===== src/rtl/fifo_wr_arbiter.sv =====
// fifo_wr_arbiter: round-robin arbiter sharing the async FIFO write port
// among NUM_REQ producers in the write clock domain. A grant lasts one burst,
// ending on req_last, on MAX_BURST words, or when the requester withdraws.
// Optional macro WARB_STALL_CNT_EN adds a saturating 16-bit stall counter.
module fifo_wr_arbiter #(
  parameter int NUM_REQ    = 4,
  parameter int DATA_WIDTH = 8,
  parameter int MAX_BURST  = 8
) (
  input  logic                          clk,
  input  logic                          rst_n,
  input  logic [NUM_REQ-1:0]            req,
  input  logic [NUM_REQ*DATA_WIDTH-1:0] req_data,
  input  logic [NUM_REQ-1:0]            req_last,
  output logic [NUM_REQ-1:0]            ack,
  output logic [NUM_REQ-1:0]            grant,
  output logic                          busy,
  input  logic                          fifo_full,
  output logic                          fifo_wr_en,
`ifdef WARB_STALL_CNT_EN
  output logic [15:0]                   stall_cnt,
`endif
  output logic [DATA_WIDTH-1:0]         fifo_din
);

  localparam int PTR_W = (NUM_REQ > 1) ? $clog2(NUM_REQ) : 1;
  localparam int CNT_W = (MAX_BURST > 0) ? $clog2(MAX_BURST + 1) : 1;

  typedef enum logic {IDLE, BURST} state_t;

  state_t             r_state;
  logic [NUM_REQ-1:0] r_grant;
  logic [PTR_W-1:0]   r_rr_ptr;
  logic [CNT_W-1:0]   r_burst_cnt;
  logic               r_busy;

  logic [PTR_W-1:0]      w_gidx;
  logic [PTR_W-1:0]      w_next_ptr;
  logic [PTR_W-1:0]      w_sel_idx;
  logic                  w_sel_found;
  logic                  w_gnt_req;
  logic                  w_xfer;
  logic                  w_last;
  logic                  w_cnt_max;
  logic [DATA_WIDTH-1:0] w_din_masked [NUM_REQ];
  logic [DATA_WIDTH-1:0] w_din;

  assign grant      = r_grant;
  assign busy       = r_busy;
  assign w_gnt_req  = |(req & r_grant);
  assign w_xfer     = w_gnt_req & ~fifo_full;
  assign w_last     = |(req_last & r_grant);
  assign w_cnt_max  = (r_burst_cnt == CNT_W'(MAX_BURST - 1));
  assign fifo_wr_en = w_xfer;
  assign ack        = r_grant & {NUM_REQ{w_xfer}};
  assign fifo_din   = w_din;

  // Mask each requester's data by its grant bit; idle grant yields zero data.
  generate
    for (genvar gi = 0; gi < NUM_REQ; gi++) begin : g_din_mask
      assign w_din_masked[gi] = r_grant[gi] ? req_data[gi*DATA_WIDTH +: DATA_WIDTH]
                                            : '0;
    end
  endgenerate

  // OR the masked slices together to form the FIFO write data.
  always_comb begin
    w_din = '0;
    for (int i = 0; i < NUM_REQ; i++) begin
      w_din = w_din | w_din_masked[i];
    end
  end

  // Encode the one-hot grant into an index and compute the wrapped successor.
  always_comb begin
    w_gidx = '0;
    for (int i = 0; i < NUM_REQ; i++) begin
      if (r_grant[i]) w_gidx = PTR_W'(i);
    end
    w_next_ptr = (w_gidx == PTR_W'(NUM_REQ - 1)) ? '0 : w_gidx + PTR_W'(1);
  end

  // Scan requests from rr_ptr upward with wrap; scanning downward lets the
  // nearest candidate overwrite the farther ones.
  always_comb begin
    int idx;
    idx         = 0;
    w_sel_found = 1'b0;
    w_sel_idx   = '0;
    for (int k = NUM_REQ - 1; k >= 0; k--) begin
      idx = int'(r_rr_ptr) + k;
      if (idx >= NUM_REQ) idx = idx - NUM_REQ;
      if (req[idx]) begin
        w_sel_found = 1'b1;
        w_sel_idx   = PTR_W'(idx);
      end
    end
  end

  // Arbitration FSM: grant in IDLE, count/release in BURST, hold on stall.
  always_ff @(posedge clk or negedge rst_n) begin
    if (!rst_n) begin
      r_state     <= IDLE;
      r_grant     <= '0;
      r_rr_ptr    <= '0;
      r_burst_cnt <= '0;
      r_busy      <= 1'b0;
    end else begin
      case (r_state)
        IDLE: begin
          if (w_sel_found) begin
            r_grant     <= NUM_REQ'(1) << w_sel_idx;
            r_burst_cnt <= '0;
            r_state     <= BURST;
            r_busy      <= 1'b1;
          end
        end
        BURST: begin
          if (!w_gnt_req || (w_xfer && (w_last || w_cnt_max))) begin
            r_grant  <= '0;
            r_rr_ptr <= w_next_ptr;
            r_state  <= IDLE;
            r_busy   <= 1'b0;
          end else if (w_xfer) begin
            r_burst_cnt <= r_burst_cnt + CNT_W'(1);
          end
        end
        default: begin
          r_state <= IDLE;
          r_grant <= '0;
          r_busy  <= 1'b0;
        end
      endcase
    end
  end

`ifdef WARB_STALL_CNT_EN
  logic [15:0] r_stall_cnt;
  assign stall_cnt = r_stall_cnt;

  // Count cycles where the granted requester is blocked by a full FIFO.
  always_ff @(posedge clk or negedge rst_n) begin
    if (!rst_n) begin
      r_stall_cnt <= '0;
    end else if (r_state == BURST && w_gnt_req && fifo_full && r_stall_cnt != 16'hFFFF) begin
      r_stall_cnt <= r_stall_cnt + 16'd1;
    end
  end
`endif

endmodule


===== config.mk =====
export PLATFORM = sky130hd
export DESIGN_NAME = fifo_wr_arbiter
export DESIGN_NICKNAME = d
export VERILOG_FILES = /design/src/rtl/fifo_wr_arbiter.sv
export SDC_FILE = /design/constraint.sdc
export NUM_CORES = 1
export LEC_CHECK = 0
export ABC_AREA = 1
export BUFFER_PORTS_ARGS = -buffer_cell sky130_fd_sc_hd__clkbuf_2
export CORE_UTILIZATION = 35
export DETAILED_ROUTE_END_ITERATION = 7
export GPL_ROUTABILITY_DRIVEN = 0
export PLACE_DENSITY = 0.71
export SYNTH_ARGS = -nofsm -noshare
export SYNTH_HDL_FRONTEND = slang
export SYNTH_SLANG_ARGS = --single-unit

===== constraint.sdc =====
create_clock -name clk -period 1.2 [get_ports clk]
set_input_delay 0.18 -clock clk [delete_from_list [all_inputs] [get_ports clk]]
set_output_delay 0.18 -clock clk [all_outputs]
set_load 0.01 [all_outputs]

==> flow_summary.toml, run 1 <==
[status]
outcome = "complete, but fails checks"
violations = "setup timing"

[floorplanning]
rows = 20
die_h_um = 59.60
start_util = 0.3742
top_level_ports = 61
dieArea_sq_um = 3552
core_sq_um = 3103
fp.dieW_um = 59.60

[drt]
wire_per_inst_um = 10.72
wl_um = 3335
vias_per_cell = 4.601
via_count = 1431
drc_errors = 0
drt_pre_antenna_iters = 4
drt_iter0_markers = 29
ant_nets = 0

[clock_network]
numCtsBuffers = 3
clock_path_buffers = 2
cts.clk_slew.worst_paths_ns = 0.07
cts_tree = "yes"
root_buffer = "clkbuf_4"
h-tree-depth = 1
clock_latency_ns = 0.26
clock-sinks = 12

[final_layout]
layout.cells.non_filler = 311
diodes = 0
drive_gt1_frac = 0.5056
area_growth_pct = 57.33
nets = 312
fillers = 313

[yosys]
synthTopCellsByCount = "81 x nand2_1, 15 x inv_1, 14 x nand3_1"
ys_ff_latch = 12
ys_seq_area_frac = 0.2586
yosysTopAreaCellShare = 0.2619
ys.flop_type = "dfrtp_1"
synth-edff-count = 0
syn_area_per_cell_sq_um = 6.276
syn_nets = 229
synthTopCellsByArea = "nand2_1 26%, dfrtp_1 26%, nand2_4 6.8%"
synth_largest_area_cell = "nand2_1"
async_flop_share = 1.000
yosysUniqueCellTypes = 21
synth_most_common_cell = "nand2_1"
netlist_instances = 185
syn-cell-area_sq_um = 1161
yosysWarnings = 0

[global_route]
grt_pass1_wl_um = 5099
busiest_layer = "met2"
met1_usage = 0.2375
overflow = 0
antenna_found_initial = 0
met2_usage = 0.3403
first_global_vias = 1240
grt.total_usage = 0.1871
met3_usage = 0.01965
grt_max_degree = 14

[timing]
period_needed_ns = 1.453
worst_slew_pin_slew_ns = 0.3247
drv_slew = 0
fin_crit_sh = 1.211
fin_tns_setup_ns = -4.401
setup_slack_ns = -0.2534
fmax_mhz = 688.1
setup_viol = 25
finalHoldViolCount = 0
final.setup_skew_ns = 0.002578
rsz0062_at_grt = "yes"
relSlewSlack = 0.7835

[power]
power.leakage_uw = 0.001032
total_power_uw = 3983
power.density_nw_per_um2 = 2180
peakVddDrop_uv = 933.9

[critical_path]
arrival_ns = 1.27
cp-end-kind = "output pin"
rr_worst_depth = 11
worst-setup-path-type = "flip-flop to output pin"
start_kind = "flip-flop"
reg2reg_to = "grant[0]"
r2r-start = "r_rr_ptr[0]"
critPathMaxFanout = 5
required_ns = 1.02
ff2ff_setup_slack_ns = -0.22

[placed_design]
hpwl_um = 2560
port_buffers = 60
dp.cells = 300

[flow_run]
maxCapViolations = 0

[min_path]
hold_class = "primary input to async pin"
==> sequential cells by signal, summed over array words and instances (netlist names) <==
| name | count |
|---|---|
| busy | 1 |
| r_rr_ptr | 2 |
| r_state | 1 |
| r_burst_cnt | 4 |
| grant | 4 |
==> worst max-delay path by stage <==
| stage | start | end | slack (ns) | depth (start not counted) |
|---|---|---|---|---|
| floorplan | r_rr_ptr[0] | grant[0] | -0.08 | 13 |
| global placement | r_rr_ptr[0] | grant[2] | -0.30 | 9 |
| detailed placement | r_rr_ptr[0] | r_burst_cnt[1] | -0.35 | 9 |
| CTS | r_rr_ptr[0] | grant[0] | -0.23 | 10 |
| global route | grant[1] | ack[1] | -0.35 | 5 |
| finish | grant[3] | ack[3] | -0.25 | 5 |
==> logic make-up after synthesis <==
| kind of cell | Yosys count | synth area share |
|---|---|---|
| compound gates | 11 | 0.06359 |
| xor+xnor | 1 | 0.007544 |
| fa+ha+maj | 1 | 0.01077 |
| buf+inv | 27 | 0.1077 |
| flops | 12 | 0.2586 |
| simple gates | 133 | 0.5517 |
==> power breakdown <==
group | internal, uW | switching [uW]
combinational | 1250 | 1670
sequential | 542 | 212
clock | 184 | 125
==> layout make-up <==
class                      count  area [sq um]  area share
timing repair buffer          83         500.5      0.2740
sequential                    12         301.5      0.1651
clock buffer                   4         36.28     0.01986
inverter                      21         87.58     0.04795
multi-input combinational    147         845.8      0.4630
tap                           44         55.05     0.03014
==> layer usage <==
| metal | share of wire | vias to the layer above |
|---|---|---|
| met5 | 0 | - |
| met3 | 0.043 | 0 |
| met1 | 0.44 | 642 |
| met2 | 0.52 | 43 |
| met4 | 0 | 0 |
| li1 | - | 746 |
==> worst max-delay path, stage by stage, from the launching register on <==
cell and delay, ns:
dfrtp_1 0.43, nand2_1 0.08, nand4_1 0.16, nand2_2 0.17, nor2_1 0.05, buf_2 0.13
==> stage by stage <==
step / setup WS, ns / hold slack (ns) / instance area, sq um / utilization
finish: -0.2534 / 0.3307 / 1827 / 0.5887
global route: -0.3504 / 0.3620 / 1827 / 0.5887
CTS: -0.2271 / 0.3357 / 1754 / 0.5653
detailed placement: -0.3467 / 0.07932 / 1637 / 0.5274
global placement: -0.3017 / 0.08303 / 1637 / 0.5274
floorplan: -0.07899 / -0.1156 / 1191 / -
==> timing repair <==
| action | 4_1_cts | 5_1_grt |
|---|---|---|
| cloned | 1 | 1 |
| hold buffers | 1 | 0 |
| gates resized for setup | 14 | 20 |
| setup buffers | 2 | 4 |
| pin swaps | 10 | 6 |
| setup endpoints to repair | 26 | 27 |
| endpoints found under the hold margin | 12 | 0 |
==> layout by cell type (no fill, tap or decap) <==
cell type,instances
ha_2,1
nor3b_1,1
nand3_2,5
nand2_4,12
dfrtp_2,1
o21ai_2,3
buf_2,2
nand2_1,66
nand4_1,10
dfrtp_1,11
buf_4,17
clkbuf_4,3
xor2_1,1
o21ai_1,5
o21ai_0,2
nand2_8,2
inv_1,14
inv_8,1
nand3_1,13
nor2_2,1
clkinv_2,1
inv_2,5
dlygate4sd3_1,1
nand2_2,16
o21ai_4,1
nor2_1,8
clkbuf_2,57
buf_6,6
clkbuf_8,1
(Power assumes the default switching activity.)
==> run 2, diff against run 1 <==
ABC_CLOCK_PERIOD_IN_PS = 1200   (was unset)
CORE_UTILIZATION = 41   (was 35)
PLACE_DENSITY = 0.81   (was 0.71)
==> flow_summary.toml, run 2 (same netlist as run 1, synthesis figures left out) <==
[status]
outcome = "complete, but fails checks"
violations = "setup timing"

[global_route]
antenna_found_initial = 0
overflow = 0
first_global_vias = 1534
grt_pass1_wl_um = 6134
grt.total_usage = 0.2474
grt_max_degree = 14

[critical_path]
cp-end-kind = "output pin"
start_kind = "flip-flop"
cp.depth = 6
critPathMostFrequentCell = "nand2_2"
path_delay_family = "flip-flops"
path_cells = "buf_6, nand2_2, nand4_1, nand2_2, nor2_1, clkbuf_2"
worst-setup-path-type = "flip-flop to output pin"
critPathMaxStageDelay_ns = 0.43
critPathBufInv = 2
critPathMaxFanout = 5
rr_worst_depth = 10
cpMaxStageDelayCell = "dfrtp_1"
arrival_ns = 1.38
required_ns = 1.02

[drt]
drt_pre_antenna_iters = 4
wire_per_inst_um = 12.20
via_count = 1527
drt_iter0_markers = 30
wl_um = 3660
ant_nets = 0
drc_errors = 0
vias_per_cell = 5.090

[floorplanning]
rows = 18
dieArea_sq_um = 3049
core_sq_um = 2567
fp.dieW_um = 55.22
die_h_um = 55.22
start_util = 0.4522
top_level_ports = 61

[timing]
drv_slew = 0
fmax_mhz = 639.6
relSlewSlack = 0.7885
finalHoldViolCount = 0
worst_slew_pin_slew_ns = 0.3172
final.setup_skew_ns = 0.003116
period_needed_ns = 1.563
setup_viol = 26
fin_crit_sh = 1.303
setup_slack_ns = -0.3634
rsz0062_at_grt = "yes"

[clock_network]
clock-sinks = 12
cts_tree = "yes"
cts.clk_slew.worst_paths_ns = 0.08
root_buffer = "clkbuf_4"
clock_path_buffers = 2
h-tree-depth = 1
numCtsBuffers = 3
clock_latency_ns = 0.28

[final_layout]
diodes = 0
drive_gt1_frac = 0.5037
final_area_sq_um = 1848
final_common_cell = "nand2_1"
layout_common_cells = "70 x nand2_1, 57 x clkbuf_2, 15 x buf_4, 14 x inv_1, 13 x nand2_2"
area_growth_pct = 59.16
fillers = 207
nets = 315

[power]
peakVddDrop_uv = 1633
total_power_uw = 4158
power.leakage_uw = 0.001048
power.density_nw_per_um2 = 2250

[placed_design]
placed_cell_area_sq_um = 1657
port_buffers = 60
hpwl_um = 2709

[flow_run]
maxCapViolations = 0

[min_path]
hold_class = "primary input to async pin"
run 2: cell types whose count changed in the layout (fill, tap and decap cells not counted), moves of 2 or more:
cell     previous run  this run
buf_4              17        15
nand3_2             5         7
buf_6               6        12
nand2_1            66        70
nand3_1            13        11
nand2_2            16        13
run 2: worst paths after layout:
kind                                        to       from  slack (ns)
worst max-delay path                    ack[1]   grant[1]       -0.36
worst min-delay path            r_burst_cnt[0]      rst_n        0.34
worst max register to register        grant[2]   grant[1]       -0.32
worst min register to register            busy       busy        0.51
max in group asynchronous          r_rr_ptr[0]      rst_n        0.61
min in group clk                r_burst_cnt[1]  fifo_full        0.38
run 2: power by group:
group | switching (uW) | internal, uW
Sequential | 191 | 543
Combinational | 1750 | 1340
Clock | 144 | 185
Total | 2090 | 2070
run 2: repair_timing:
| item | 4_1_cts | 5_1_grt |
|---|---|---|
| pin swaps | 13 | 6 |
| endpoints found under the setup margin | 26 | 27 |
| hold endpoints to repair | 12 | 0 |
| resized for setup | 18 | 16 |
| hold buffers | 1 | 0 |
| setup buffers | 3 | 3 |
run 2: routing by layer:
layer,track usage,vias to the layer above,share of wire
met5,0,-,0
li1,-,753,-
met2,0.4613,59,0.52
met3,0.01639,11,0.048
met4,0.1179,0,0.024
met1,0.2834,704,0.40
run 2: through the flow:
stage / TNS (ns) / utilization / hold WS, ns / worst slack (ns) / cells
floorplan: -0.6356 / - / -0.1156 / -0.07899 / 185
detailed placement: -3.961 / 0.6452 / 0.08739 / -0.3335 / 291
global placement: -3.370 / 0.6452 / 0.07802 / -0.2790 / 291
CTS: -6.142 / 0.7013 / 0.3233 / -0.3410 / 299
global route: -9.177 / 0.7198 / 0.3529 / -0.4439 / 300
finish: -7.011 / 0.7198 / 0.3369 / -0.3634 / 300
run 2: cell type report:
| type | instances | area, sq um | area share |
|---|---|---|---|
| clock buffer | 4 | 36.28 | 0.01963 |
| timing repair buffer | 87 | 563.0 | 0.3047 |
| inverter | 21 | 88.84 | 0.04807 |
| sequential | 12 | 301.5 | 0.1632 |
| tap | 30 | 37.54 | 0.02031 |
| multi-input combinational | 146 | 820.8 | 0.4441 |
==> run 3, diff against run 2 <==
ABC_CLOCK_PERIOD_IN_PS = 1680   (was 1200)
CORE_UTILIZATION = 45   (was 41)
GPL_TIMING_DRIVEN = 0   (was unset)
PLACE_DENSITY = 0.84   (was 0.81)
clock period = 1.68 ns   (was 1.2 ns; I/O delays follow)
==> flow_summary.toml, run 3 (same netlist as run 1, synthesis figures left out) <==
[drt]
wl_um = 2859
via_count = 1393
drc_errors = 0
drt_pre_antenna_iters = 5
wire_per_inst_um = 10.25
ant_nets = 0
vias_per_cell = 4.993
drt_iter0_markers = 36

[clock_network]
cts.clk_slew.worst_paths_ns = 0.08
clock-sinks = 12
clock_path_buffers = 2
h-tree-depth = 1
clock_latency_ns = 0.28
cts_tree = "yes"
root_buffer = "clkbuf_4"
numCtsBuffers = 3

[critical_path]
arrival_ns = 1.32
reg2reg_to = "grant[2]"
r2r-start = "r_burst_cnt[0]"
required_ns = 1.43
crit_end = "ack[1]"
worst-setup-path-type = "flip-flop to output pin"
ff2ff_setup_slack_ns = 0.21
critPathMaxFanout = 5
critPathLaunch = "grant[1]"
cp-end-kind = "output pin"
start_kind = "flip-flop"
rr_worst_depth = 8

[floorplanning]
top_level_ports = 61
core_sq_um = 2455
die_h_um = 52.80
fp.dieW_um = 52.80
dieArea_sq_um = 2787
rows = 18
start_util = 0.4730

[global_route]
grt.total_usage = 0.2215
grt_pass1_wl_um = 4498
met2_usage = 0.3586
antenna_found_initial = 0
met1_usage = 0.3011
busiest_layer = "met2"
met3_usage = 0.01449
overflow = 0
first_global_vias = 1056
grt_max_degree = 13

[final_layout]
diodes = 0
drive_gt1_frac = 0.3976
final_common_cell = "nand2_1"
final_area_sq_um = 1541
layout_common_cells = "80 x nand2_1, 64 x clkbuf_2, 15 x inv_1, 14 x nand3_1"
fillers = 240
nets = 295
area_growth_pct = 32.76

[placed_design]
port_buffers = 60
placed_cell_area_sq_um = 1499
hpwl_um = 2343

[timing]
fin_crit_sh = 0.9346
fmax_mhz = 636.9
fin_tns_setup_ns = 0
finalHoldViolCount = 0
setup_viol = 0
relSlewSlack = 0.7986
drv_slew = 0
worst_slew_pin_slew_ns = 0.3022
period_needed_ns = 1.570
rsz0062_at_grt = "no"
final.setup_skew_ns = 0.01144

[min_path]
hold_class = "primary input to async pin"

[power]
peakVddDrop_uv = 928.1
power.density_nw_per_um2 = 1501
power.leakage_uw = 0.0009096

[status]
outcome = "complete, no violations"

[flow_run]
maxCapViolations = 0
[run 3: changes by cell type in the layout (fill, tap and decap cells not counted), moves of 2 or more]
cell      before  now
buf_4         15    0
nand2_2       13    8
o21ai_0        3    6
nand2_1       70   80
nand2_4       11    7
o21ai_1        4    2
buf_6         12    2
clkbuf_2      57   64
nand3_1       11   14
nand3_2        7    4
[run 3: report_power, final]
group | switching (uW) | internal (uW) | leakage (uW) | total (uW)
sequential | 99.6 | 389 | 0.000152 | 488
clock | 96.5 | 83.3 | 0.0000138 | 180
combinational | 1040 | 610 | 0.000743 | 1650
[run 3: worst min path at each step]
stage,start,to,slack (ns)
after floorplan,rst_n,busy,-0.04
after global placement,rst_n,r_burst_cnt[0],0.15
after detailed placement,rst_n,r_burst_cnt[0],0.15
after CTS,rst_n,r_burst_cnt[0],0.38
after global routing,rst_n,busy,0.40
final,rst_n,r_burst_cnt[0],0.38
[run 3: layout make-up]
class	count	area (sq um)	share of cell area
timing repair buffer	61	310.3	0.2013
tap	30	37.54	0.02435
clock buffer	3	22.52	0.01461
buffer	6	42.54	0.02760
inverter	21	87.58	0.05682
sequential	12	302.8	0.1964
multi-input combinational	146	738.2	0.4789
[run 3: layer usage]
layer	vias up	wire length (um)
met1	615	1294
met4	0	42
li1	718	-
met2	55	1344
met3	5	177
met5	-	0
[run 3: timing repair]
| action | CTS | global route |
|---|---|---|
| setup endpoints to repair | 11 | 13 |
| gates resized for setup | 3 | 6 |
| buffers inserted | 0 | 0 |
| hold endpoints to repair | 12 | 0 |
| pin swaps | 0 | 1 |
| hold buffers | 1 | 0 |
[run 3: per-stage QoR]
stage | instances | total power, uW | setup slack [ns] | util | hold WS (ns)
final | 279 | 2314 | 0.1098 | 0.6279 | 0.3755
after global routing | 279 | 2550 | 0.01665 | 0.6279 | 0.4040
after CTS | 279 | 2321 | 0.004281 | 0.6254 | 0.3773
after detailed placement | 275 | 2130 | 0.2284 | 0.6106 | 0.1503
after global placement | 275 | 2107 | 0.2170 | 0.6106 | 0.1473
after floorplan | 185 | 1706 | 0.3720 | - | -0.04359
[run 3: critical path: stages, from the launching register on]
cell,delay (ns)
dfrtp_2,0.42
nand2_1,0.07
nand4_1,0.15
nand2_2,0.12
nor2_1,0.14
clkbuf_2,0.15
